### src/rtl/gcd_pkg.sv
// Shared definitions for the subtract-and-compare GCD engine.
package gcd_pkg;

    localparam int unsigned DefaultWidth = 4;

    typedef enum logic [1:0] {
        StIdle = 2'd0,
        StCalc = 2'd1,
        StDone = 2'd2
    } gcd_state_e;

endpackage

### src/rtl/gcd_ctrl_fsm.sv
// Control FSM for the GCD engine: sequencing, handshakes and datapath strobes.
module gcd_ctrl_fsm
    import gcd_pkg::*;
(
    input  logic clk,
    input  logic clr,
    input  logic in_valid,
    input  logic out_ready,
    input  logic x_eq_y,
    input  logic x_gt_y,
    input  logic any_zero,
    output logic ld_xy,
    output logic sub_x,
    output logic sub_y,
    output logic ld_res,
    output logic in_ready,
    output logic out_valid,
    output logic busy
);

    gcd_state_e state_q, state_d;
    logic       finish;

    assign finish = any_zero | x_eq_y;

    always_ff @(posedge clk or posedge clr) begin
        if (clr) begin
            state_q <= StIdle;
        end else begin
            state_q <= state_d;
        end
    end

    always_comb begin
        state_d = state_q;
        case (state_q)
            StIdle: if (in_valid) state_d = StCalc;
            StCalc: if (finish) state_d = StDone;
            StDone: if (out_ready) state_d = StIdle;
            default: state_d = StIdle;  // unused encoding recovers
        endcase
    end

    // Status outputs decode registered state only; strobes are internal.
    always_comb begin
        ld_xy     = 1'b0;
        sub_x     = 1'b0;
        sub_y     = 1'b0;
        ld_res    = 1'b0;
        in_ready  = 1'b0;
        out_valid = 1'b0;
        busy      = 1'b0;
        case (state_q)
            StIdle: begin
                in_ready = 1'b1;
                ld_xy    = in_valid;
            end
            StCalc: begin
                busy   = 1'b1;
                ld_res = finish;
                sub_x  = ~finish & x_gt_y;
                sub_y  = ~finish & ~x_gt_y;
            end
            StDone: begin
                out_valid = 1'b1;
            end
            default: ;
        endcase
    end

endmodule

### src/rtl/gcd_engine.sv
// Iterative GCD unit: one subtraction per clock, valid/ready on both sides.
module gcd_engine
    import gcd_pkg::*;
#(
    parameter int unsigned WIDTH = DefaultWidth
) (
    input  logic             clk,
    input  logic             clr,
    input  logic             in_valid,
    output logic             in_ready,
    input  logic [WIDTH-1:0] xin,
    input  logic [WIDTH-1:0] yin,
    output logic             out_valid,
    input  logic             out_ready,
    output logic [WIDTH-1:0] gcd_out,
    output logic             busy,
    output logic [WIDTH-1:0] iter_cnt
);

    logic [WIDTH-1:0] x_q, x_d;
    logic [WIDTH-1:0] y_q, y_d;
    logic [WIDTH-1:0] res_q, res_d;
    logic [WIDTH-1:0] iter_q, iter_d;
    logic [WIDTH-1:0] iter_inc;
    logic             x_eq_y, x_gt_y, any_zero;
    logic             ld_xy, sub_x, sub_y, ld_res;

    assign x_eq_y   = (x_q == y_q);
    assign x_gt_y   = (x_q > y_q);
    assign any_zero = (x_q == '0) | (y_q == '0);
    assign iter_inc = (iter_q == '1) ? iter_q : iter_q + 1'b1;

    gcd_ctrl_fsm u_ctrl (
        .clk       (clk),
        .clr       (clr),
        .in_valid  (in_valid),
        .out_ready (out_ready),
        .x_eq_y    (x_eq_y),
        .x_gt_y    (x_gt_y),
        .any_zero  (any_zero),
        .ld_xy     (ld_xy),
        .sub_x     (sub_x),
        .sub_y     (sub_y),
        .ld_res    (ld_res),
        .in_ready  (in_ready),
        .out_valid (out_valid),
        .busy      (busy)
    );

    // Subtraction is always larger-minus-smaller, so it can never underflow.
    always_comb begin
        x_d    = x_q;
        y_d    = y_q;
        res_d  = res_q;
        iter_d = iter_q;
        if (ld_xy) begin
            x_d    = xin;
            y_d    = yin;
            iter_d = '0;
        end else if (sub_x) begin
            x_d    = x_q - y_q;
            iter_d = iter_inc;
        end else if (sub_y) begin
            y_d    = y_q - x_q;
            iter_d = iter_inc;
        end
        if (ld_res) begin
            res_d = any_zero ? (x_q | y_q) : x_q;
        end
    end

    always_ff @(posedge clk or posedge clr) begin
        if (clr) begin
            x_q    <= '0;
            y_q    <= '0;
            res_q  <= '0;
            iter_q <= '0;
        end else begin
            x_q    <= x_d;
            y_q    <= y_d;
            res_q  <= res_d;
            iter_q <= iter_d;
        end
    end

    assign gcd_out  = res_q;
    assign iter_cnt = iter_q;

endmodule
### config.mk
export PLATFORM = sky130hd
export DESIGN_NAME = gcd_engine
export DESIGN_NICKNAME = d
export VERILOG_FILES = /design/src/rtl/gcd_pkg.sv /design/src/rtl/gcd_ctrl_fsm.sv /design/src/rtl/gcd_engine.sv
export SDC_FILE = /design/constraint.sdc
export NUM_CORES = 1
export LEC_CHECK = 0
export CAP_MARGIN = 30
export CORE_MARGIN = 5
export CORE_UTILIZATION = 40
export CTS_CLUSTER_DIAMETER = 40
export CTS_CLUSTER_SIZE = 40
export DETAILED_ROUTE_END_ITERATION = 6
export GPL_TIMING_DRIVEN = 1
export PLACE_DENSITY = 0.64
export SYNTH_ARGS = -nofsm -noshare
export SYNTH_HDL_FRONTEND = slang
export SYNTH_SLANG_ARGS = --single-unit
export TNS_END_PERCENT = 5
### constraint.sdc
create_clock -name clk -period 5.35 [get_ports clk]
set_input_delay 1.07 -clock clk [delete_from_list [all_inputs] [get_ports clk]]
set_output_delay 1.07 -clock clk [all_outputs]
set_load 0.005 [all_outputs]
==> metrics.txt, run 1 <==
most frequent cells in the layout 22 x clkdlybuf4s50_1, 18 x dfrtp_1, 14 x inv_1; Setup TNS Final 0 ns; IR drop worst, VDD 0.0002576 V; Routed Antenna Nets 0; status finished, final reports clean; post-route clock period utilization 0.4847; final net count 178; Slew headroom 0.5358; max-cap viol count 0; Critical Path Source Type flip-flop; clk root buf clkbuf_4; initial core utilization 0.4160; Clock transition at path regs 0.11 ns; CTS buffer count 3; die width 66.35 µm; Top FF cell, synth dfrtp_1; Pre-Repair DR Iteration Count 4; synthesis-to-layout area growth 23.25%; critical path capture point type primary output; DRC viols 0; R2R depth 8; Crit Path Category flip-flop to primary output; WL/cell 14.04 µm; PortBufs 22; site row count 20; Mapped Area 1270 µm²; worst reg2reg setup slack 2.93 ns; htree depth 1; CTS tree done; vias per std cell 5.159; die area 4402 µm²; First DRT Iteration DRCs 50; clk sink count 18; vias in the first global route 1025; Fin Clk Skew 0.002899 ns; # diodes 0; largest net degree at the start of global routing 19; final hold vios 0; Crit Path Max Fanout 6; synth unique cells 43; hold worst-path end gcd_out[2]; Gate Count Post-Synth 128; Worst-Skew Late Latency 0.30 ns; initial antenna violation count 0; WP data arrival 1.52 ns; I/O pin total 23; setup violators final 0; min-delay worst type flip-flop to flip-flop; Synthesis Warnings 0; Post-Syn Nets 154; reg-to-reg startpoint x_q[0]; via total after detailed routing 1006; core area 3053 µm²; RSZ-0062 raised after global routing no; post-synthesis sequential area ratio 0.3547; P_leak 0.6918 nW; Placed Area 1529 µm²; Post-Syn Area per Cell 9.922 µm²; grt ovf 0; pwr dens 644.7 nW/µm²; clk buf depth 2; fin area 1565 µm²; postcts setup bufs 0; first-pass GRT wire length 4878 µm; DP Wirelength 2193 µm; Hold Path Origin gcd_out[2]; overall routing resource usage 0.1438; RR Endpoint y_q[3]; final WL 2737 µm; hold buffer count at CTS 0; PostCTS Resize Cnt 0; Least-Margin Pin Slew 0.6955 ns; commonest non-fill, non-tap cell in the layout clkdlybuf4s50_1; Final min period 2.593 ns; GPL Wtd Cong 0.7894; Pins Over Slew Limit 0; synthesized flop and latch total 18; Min-Delay Path Depth 2; FFs w/ async S/R, synth 1.000; fmax 385.6 MHz; share of cells above drive strength 1 0.1060; Die Y 66.35 µm; Worst EP required 4.28 ns; Post-synth EDFFs 0
[synthesized netlist by cell type, drive strengths merged, types with 2 or more instances]
| master | number | area [µm²] |
|---|---|---|
| nand2 | 12 | 45.04 |
| a2bb2oi | 4 | 35.03 |
| nor3 | 3 | 15.01 |
| or4 | 4 | 33.78 |
| nand2b | 2 | 12.51 |
| o211ai | 4 | 30.03 |
| mux2 | 2 | 22.52 |
| nor2 | 4 | 15.01 |
| o311ai | 3 | 41.29 |
| dfrtp | 18 | 450.4 |
| fa | 2 | 40.04 |
| buf | 3 | 20.01 |
| a21oi | 5 | 25.02 |
| ha | 12 | 150.1 |
| o31ai | 3 | 27.52 |
| mux2i | 4 | 40.04 |
| o21ai | 7 | 35.03 |
| inv | 14 | 52.55 |
| and2b | 3 | 22.52 |
[area by class of cell]
cell class	instances	area, µm²
Multi-Input combinational cell	92	743.2
Fill cell	310	1488
Sequential cell	18	450.4
Tap cell	44	55.05
Timing Repair Buffer	23	227.7
Inverter	14	52.55
Clock buffer	4	36.28
[per-layer routing]
metal / part of all wire / wire [µm] / track usage
met5: 0 / 0 / 0
met4: 0.0099 / 27 / 0.03046
met3: 0.049 / 135 / 0.04252
met2: 0.48 / 1321 / 0.2292
met1: 0.46 / 1253 / 0.1914
[metrics by stage]
step / total power, mW / hold slack (ns) / util / setup WS [ns] / cells
2_1_floorplan: 0.7463 / 0.4730 / - / 3.033 / 128
3_3_place_gp: 0.9099 / 0.4630 / 0.5008 / 2.575 / 191
3_5_place_dp: 0.9279 / 0.4700 / 0.5008 / 2.558 / 191
4_1_cts: 1.018 / 0.4948 / 0.5127 / 2.741 / 195
5_1_grt: 1.108 / 0.5237 / 0.5127 / 2.679 / 195
6_report: 1.009 / 0.4891 / 0.5127 / 2.757 / 195
[cell families after synthesis]
| group | after synthesis | share of synthesized area |
|---|---|---|
| flip-flops | 18 | 0.3547 |
| AND/OR/NAND/NOR | 39 | 0.1803 |
| multiplexers | 6 | 0.04926 |
| buffers and inverters | 18 | 0.06009 |
| adder cells (fa/ha/maj) | 14 | 0.1498 |
| AO/OA/AOI/OAI | 32 | 0.1990 |
| XOR/XNOR | 1 | 0.006898 |
[worst max-delay path, stage by stage, from the launching register on]
cell	delay, ns
dfrtp_1	0.44
and2b_1	0.27
clkdlybuf4s50_1	0.52
[how the worst max path moves through the flow]
stage | start | endpoint | slack, ns | cells past startpoint
after global routing | u_ctrl.state_q[1] | busy | 2.68 | 2
after detailed placement | in_valid | y_q[3] | 2.56 | 4
final | u_ctrl.state_q[1] | busy | 2.76 | 2
after global placement | in_valid | y_q[1] | 2.58 | 4
after CTS | u_ctrl.state_q[1] | busy | 2.74 | 2
after floorplan | in_valid | y_q[1] | 3.03 | 4
[power by group]
part	leakage [nW]	switching (mW)	internal [mW]
logic	0.446	0.333	0.328
clock network	0.0210	0.0441	0.0415
registers	0.225	0.0619	0.200
[flip-flops by register name, indices dropped and copies added, names as in the netlist]
signal / count
gcd_out: 4
iter_cnt: 4
u_ctrl.state_q: 2
x_q: 4
y_q: 4
(Power assumes the default switching activity.)
==> run 2: changes to the inputs <==
Clock period 5.35 ns to 2.4 ns, I/O delays scaled along.
==> run 2 against run 1 <==
Design area rose by 2.3%. Register-to-register slack lost 2.7 ns. Core utilization increased by 1.2 points. Non-clock buffer count is 5 higher. Via count grew 2.8%. Clock-buffer cell count down 1. Clock skew is 0.0020 ns higher. Worst setup slack got worse by 2.5 ns. Routed wire length up 4.9%. Clock power rose by 73%. First-iteration DRC count fell by 10%. Hold slack worse by 0.0041 ns.
==> metrics.txt, run 2 (synthesized netlist as in run 1, its figures left out) <==
DRC viols 0; Pins Over Slew Limit 0; die width 66.35 µm; WP data arrival 2.33 ns; CTS tree done; largest net degree at the start of global routing 19; grt ovf 0; first-pass GRT wire length 5016 µm; pwr dens 1460 nW/µm²; IR drop worst, VDD 0.0006456 V; clk root buf clkbuf_4; I/O pin total 23; CTS buffer count 3; switching pwr 1.007 mW; Sw Share 0.4305; clk sink count 18; Crit Path Max Fanout 9; final WL 2872 µm; vias per std cell 5.196; core area 3053 µm²; postcts setup bufs 0; site row count 20; # diodes 0; Setup TNS Final 0 ns; WL/cell 14.43 µm; worst hold slack 0.4851 ns; internal power 1.332 mW; final hold vios 0; die area 4402 µm²; sequential power share 0.240; Pre-Repair DR Iteration Count 4; Clk network pwr share 0.063; fmax 462.8 MHz; PostCTS Resize Cnt 0; vias in the first global route 1083; via total after detailed routing 1034; final core occ 0.5246; Die Y 66.35 µm; htree depth 1; hold buffer count at CTS 0; critical path capture point type flip-flop; Logic pwr share 0.697; status finished, final reports clean; max-cap viol count 0; Slew headroom 0.5364; clk buf depth 2; First DRT Iteration DRCs 45; Worst EP required 2.57 ns; Routed Antenna Nets 0; commonest non-fill, non-tap cell in the layout clkdlybuf4s50_1; post-route clock period utilization 0.9003; initial antenna violation count 0; min-delay worst type flip-flop to flip-flop; DP Wirelength 2313 µm; Worst-Skew Late Latency 0.29 ns; most frequent cells in the layout 22 x clkdlybuf4s50_1, 18 x dfrtp_1, 14 x inv_1; final net count 183; Clock transition at path regs 0.10 ns; synthesis-to-layout area growth 26.11%; Final min period 2.161 ns; setup violators final 0; share of cells above drive strength 1 0.1290; P_leak 0.7130 nW; Fin Clk Skew 0.004932 ns; PortBufs 22; Critical Path Source Type flip-flop; GPL Wtd Cong 0.8350; Least-Margin Pin Slew 0.6946 ns; initial core utilization 0.4160; overall routing resource usage 0.1499; RSZ-0062 raised after global routing no; Crit Path Category flip-flop to flip-flop
[run 2: cell types whose count changed in the layout (fill, tap and decap cells not counted)]
cell and change:
clkbuf_8 -1, buf_12 +1, buf_4 +4
[run 2: final timing paths]
kind | from | to | slack [ns] | depth (start not counted)
setup / recovery | y_q[1] | gcd_out[3] | 0.24 | 6
hold / removal | gcd_out[0] | gcd_out[0] | 0.49 | 2
setup reg to reg | y_q[1] | gcd_out[3] | 0.24 | 6
hold reg to reg | gcd_out[0] | gcd_out[0] | 0.49 | 2
max in group asynchronous | clr | y_q[0] | 1.37 | 2
min in group asynchronous | clr | x_q[2] | 0.59 | 2
[run 2: power groups by stage]
stage | Combinational (mW) | Clock, mW | Sequential, mW
floorplan | 1.10 | 0 | 0.560
global placement | 1.58 | 0 | 0.558
detailed placement | 1.63 | 0 | 0.567
CTS | 1.64 | 0.157 | 0.559
global route | 1.81 | 0.176 | 0.582
finish | 1.63 | 0.148 | 0.561
[run 2: layer usage]
layer / part of all wire / global-route usage
met5: 0 / 0
met4: 0.015 / 0.04569
met3: 0.047 / 0.04422
met2: 0.48 / 0.2416
met1: 0.45 / 0.1918
[run 2: critical path, stage by stage, from the launching register on]
cell     delay [ns]
dfrtp_1        0.43
inv_1          0.18
ha_1           0.29
or4_4          0.52
a311o_2        0.47
nand2_1        0.08
o21ai_0        0.08
[run 2: cell type report]
type                    instances  area [µm²]
repair buffers                 28       277.8
multi-input cells              92       743.2
fillers                       299        1451
clock buffers                   3       22.52
well taps                      44       55.05
inverters                      14       52.55
flip-flops and latches         18       450.4
[run 2: stage by stage]
stage / cell area (µm²) / std cells / power, mW / setup WS [ns]
finish: 1602 / 199 / 2.339 / 0.2392
global route: 1602 / 199 / 2.566 / 0.1028
CTS: 1602 / 199 / 2.355 / 0.2102
detailed placement: 1579 / 196 / 2.196 / 0.2280
global placement: 1579 / 196 / 2.143 / 0.2655
floorplan: 1270 / 128 / 1.664 / 0.2390
==> run 3: changes to the inputs <==
Settings changed: CTS_CLUSTER_SIZE 40 to not set, SLEW_MARGIN set to 20.
==> results of run 3 <==
Same layout as run 2: the final DEF is identical, and so are final timing and power.
